**config.mk**
```make
export PLATFORM = sky130hd
export DESIGN_NAME = bcd_seq_monitor
export DESIGN_NICKNAME = d
export VERILOG_FILES = /design/src/rtl/bcd_seq_monitor.sv
export SDC_FILE = /design/constraint.sdc
export NUM_CORES = 1
export LEC_CHECK = 0
export CAP_MARGIN = 10
export CORE_AREA = 5 5 58 47
export CTS_CLUSTER_SIZE = 14
export DETAILED_ROUTE_END_ITERATION = 7
export DIE_AREA = 0 0 63 52
export PLACE_DENSITY_LB_ADDON = 0.08
export SLEW_MARGIN = 20
export SYNTH_ARGS = -nofsm -noshare
export SYNTH_HDL_FRONTEND = slang
export SYNTH_SLANG_ARGS = --single-unit
```
**constraint.sdc**
```tcl
create_clock -name CLK -period 2.5 [get_ports CLK]
set_input_delay 0.5 -clock CLK [delete_from_list [all_inputs] [get_ports CLK]]
set_output_delay 0.5 -clock CLK [all_outputs]
set_load 0.01 [all_outputs]
```
**src/rtl/bcd_seq_monitor.sv**
```systemverilog
// Lock-and-track monitor for an upstream F,D,B,9 odd-descending counter.
// Counts completed laps in packed BCD and escalates repeated mismatches to a sticky FAULT.
module bcd_seq_monitor #(
    parameter int ERR_LIMIT = 3
) (
    input  logic       CLK,
    input  logic       RESET,
    input  logic       EN,
    input  logic [3:0] D,
    output logic       LOCK,
    output logic       FAULT,
    output logic       ERR,
    output logic [3:0] ERR_CNT,
    output logic [7:0] LAP_BCD,
    output logic       LAP_PULSE
);

    localparam logic [3:0] LIMIT = 4'(ERR_LIMIT);

    typedef enum logic [1:0] {
        ST_SEARCH,
        ST_LOCKED,
        ST_FAULT
    } state_t;

    state_t     state, state_n;
    logic [3:0] exp_code, exp_code_n;
    logic [3:0] err_cnt_n, err_cnt_inc;
    logic [7:0] lap_bcd_n;
    logic       err_n, lap_pulse_n;

    function automatic logic [3:0] next_code(input logic [3:0] cur);
        case (cur)
            4'hF:    next_code = 4'hD;
            4'hD:    next_code = 4'hB;
            4'hB:    next_code = 4'h9;
            default: next_code = 4'hF;
        endcase
    endfunction

    function automatic logic [7:0] bcd_inc(input logic [7:0] cur);
        logic [3:0] tens, units;
        tens  = cur[7:4];
        units = cur[3:0];
        if (units == 4'd9) begin
            units = 4'd0;
            tens  = (tens == 4'd9) ? 4'd0 : tens + 4'd1;
        end else begin
            units = units + 4'd1;
        end
        bcd_inc = {tens, units};
    endfunction

    assign err_cnt_inc = (ERR_CNT == 4'hF) ? 4'hF : ERR_CNT + 4'd1;

    always_comb begin
        state_n     = state;
        exp_code_n  = exp_code;
        err_cnt_n   = ERR_CNT;
        lap_bcd_n   = LAP_BCD;
        err_n       = 1'b0;
        lap_pulse_n = 1'b0;
        if (EN) begin
            case (state)
                ST_SEARCH: begin
                    if (D == 4'hF) begin
                        state_n    = ST_LOCKED;
                        exp_code_n = 4'hD;
                    end
                end
                ST_LOCKED: begin
                    if (D == exp_code) begin
                        exp_code_n = next_code(exp_code);
                        if (exp_code == 4'h9) begin
                            lap_pulse_n = 1'b1;
                            lap_bcd_n   = bcd_inc(LAP_BCD);
                        end
                    end else begin
                        // A mismatching F only drops lock; relocking needs a fresh sample.
                        err_n      = 1'b1;
                        err_cnt_n  = err_cnt_inc;
                        exp_code_n = 4'hF;
                        state_n    = (err_cnt_inc >= LIMIT) ? ST_FAULT : ST_SEARCH;
                    end
                end
                default: begin
                    state_n = ST_FAULT;
                end
            endcase
        end
    end

    always_ff @(posedge CLK) begin
        if (!RESET) begin
            state     <= ST_SEARCH;
            exp_code  <= 4'hF;
            ERR_CNT   <= 4'h0;
            LAP_BCD   <= 8'h00;
            ERR       <= 1'b0;
            LAP_PULSE <= 1'b0;
        end else begin
            state     <= state_n;
            exp_code  <= exp_code_n;
            ERR_CNT   <= err_cnt_n;
            LAP_BCD   <= lap_bcd_n;
            ERR       <= err_n;
            LAP_PULSE <= lap_pulse_n;
        end
    end

    assign LOCK  = (state == ST_LOCKED);
    assign FAULT = (state == ST_FAULT);

endmodule

```
==> metrics.txt <==
number of enable flip-flop cells after synthesis 0; number of vias per cell after detailed routing 5.34; net count of the mapped netlist 113; slew at the pin with the worst max-slew slack 0.591 ns; maximum vdd drop 0.304 mV; n_diodes 0; leakage power summed over all cells 0.540 nW; count of TritonRoute iterations in the first routing pass 4; clock buffer count from CTS 3; initial standard-cell utilization of the core 43.9%; via count of the first global-routing pass 722; max-cap violation count 0; register area share after synthesis 38.0%; wire per inst 12.8 µm; initial antenna violation count 0; number of buffer cells added on primary ports 22; clock edge transition at the registers on the reported setup and hold paths 0.10 ns; data required time at the worst endpoint 2.00 ns; number of endpoints with negative hold slack in the final report 0; Crit path arrival time 1.63 ns; Setup Total Neg Slack 0 ns; layout net count 140; horizontal extent of the die 63 µm; average cell area after synthesis 9.30 µm²; area growth from synthesis to layout 28.9%; via total after detailed routing 811; register bit total from synthesis 18; TritonCTS Sinks 18; total overflow reported by the global router 0; Crit Path Category register to output port; Relative slew margins 60.5%; final standard cell utilization of the core 56.6%; TritonCTS clock tree built; largest net degree at the start of global routing 20; outcome finished, final reports clean; global-route wire length before repair 3290 µm; total DRC errors in the routed layout 0; total of fill cells in the finished design 207; DRT iter0 DRCs 33; Total Wirelength 1950 µm; kind of end point of the critical path output port; die area 3280 µm²; Yosys warning total 0; insertion delay of the later-clocked pin in the worst-skew pair 0.29 ns; sum of net half-perimeters after detailed placement 1420 µm; Mapped Area 948 µm²; Setup-failing EPs final 0; Vert. Die Dim 52 µm; cells after synthesis 102; Post-CTS Setup Inserts 0; std cell rows 15; Netlist cell types 35; Worst R2R Setup Slack 0.64 ns; clock period minus final worst setup slack 2.13 ns; antenna-violating nets left 0; Post-CTS Hold Buffers 0; share of flip-flops with an asynchronous set or reset after synthesis 0%; number of top-level pins 23; ys flop type dfxtp_1; timing-limited maximum frequency 469 MHz; fraction of layout instances using a drive strength above 1 7.09%; Global Route Usage Sum 12.7%; fin crit share 85.3%; clock tree buffer depth 2; Core Footprint 2160 µm²; clock root buffer master clkbuf_4; GP Congestion 0.812; PwrDens 391 nW/µm²; crit-path max FO 7; fin. max-slew vios 0; Worst setup SP type register; RSZ-0062 raised after global routing no; quantity of gates resized following cts 0; worst min-delay path category register to register; H-tree depth reported by CTS 1; setup clock skew after layout 0.00165 ns
-- path summary, 6_finish.rpt --
| path | start | endpoint | cells past startpoint |
|---|---|---|---|
| hold reg to reg | LAP_BCD[5] | LAP_BCD[5] | 2 |
| setup / recovery | state[0] | LOCK | 2 |
| hold / removal | LAP_BCD[5] | LAP_BCD[5] | 2 |
| setup reg to reg | exp_code[1] | LAP_BCD[5] | 8 |
-- state kept, by name, indices dropped and copies added (netlist names) --
signal / cells
LAP_PULSE: 1
ERR_CNT: 4
exp_code: 2
state: 2
ERR: 1
LAP_BCD: 8
-- per-stage QoR --
stage / std cells / power [mW] / hold slack (ns) / instance area (µm²) / setup slack, ns
5_1_grt: 152 / 0.508 / 0.560 / 1220 / 0.271
3_3_place_gp: 149 / 0.339 / 0.497 / 1200 / 0.204
2_1_floorplan: 102 / 0.318 / 0.518 / 948 / 0.691
6_report: 152 / 0.478 / 0.518 / 1220 / 0.369
3_5_place_dp: 149 / 0.340 / 0.507 / 1200 / 0.144
4_1_cts: 152 / 0.487 / 0.524 / 1220 / 0.347
-- placed cells by master, fill, tap and decap left out, drive strengths merged, types with 4 or more instances in the layout --
master	n
nand2	9
ha	4
dfxtp	18
nor2b	7
nand3	5
inv	4
a21boi	4
and2	6
o21ai	5
clkdlybuf4s50	22
-- critical path, stage by stage (launching register included) --
cell and delay, ns:
dfxtp_1 0.47, nor2b_1 0.28, clkdlybuf4s50_1 0.59
-- Yosys cell counts, drive strengths merged, types with 2 or more instances --
cell type / n / area [µm²]
inv: 4 / 15.0
a21boi: 4 / 30.0
nor3b: 3 / 22.5
and2: 6 / 37.5
o211ai: 2 / 15.0
a41oi: 2 / 17.5
nor2b: 7 / 43.8
xnor2: 3 / 26.3
and3: 2 / 12.5
a21oi: 3 / 15.0
xor2: 3 / 26.3
dfxtp: 18 / 360
ha: 4 / 50.1
or3: 3 / 18.8
nand3: 5 / 25.0
o21ai: 5 / 25.0
nor2: 2 / 7.51
o211a: 3 / 30.0
nand2: 9 / 36.3
-- where the power goes --
part,switching [mW],total (mW),internal (mW)
registers,0.00339,0.293,0.289
logic,0.0198,0.0407,0.0209
clock network,0.0888,0.145,0.0560
-- per-layer routing --
layer | up-vias | share of wire [%] | wire length, µm | GRT usage [%]
li1 | 419 | - | - | -
met1 | 368 | 53 | 1030 | 17.2
met2 | 22 | 40 | 780 | 18.4
met3 | 2 | 6.3 | 123 | 5.40
met4 | 0 | 0.62 | 12 | 3.18
met5 | - | 0 | 0 | 0
-- logic make-up (layout without fill, tap and decap cells) --
| logic type | count (synthesis) | in the layout | synth area share, % |
|---|---|---|---|
| compound gates | 22 | 22 | 16.9 |
| xor+xnor | 6 | 6 | 5.54 |
| fa+ha+maj | 4 | 4 | 5.28 |
| buf+inv | 6 | 31 | 3.17 |
| flops | 18 | 18 | 38.0 |
| mux | 1 | 1 | 1.06 |
| simple gates | 45 | 45 | 30.1 |
-- final cells by class --
class                   instances  area (µm²)  share of cell area (%)
flip-flops and latches         18         360                    29.5
inverters                       4        15.0                    1.23
multi-input cells              78         558                    45.7
repair buffers                 24         235                    19.2
clock buffers                   3        22.5                    1.84
well taps                      25        31.3                    2.56
Note: power is estimated with default switching activity, not from simulation.
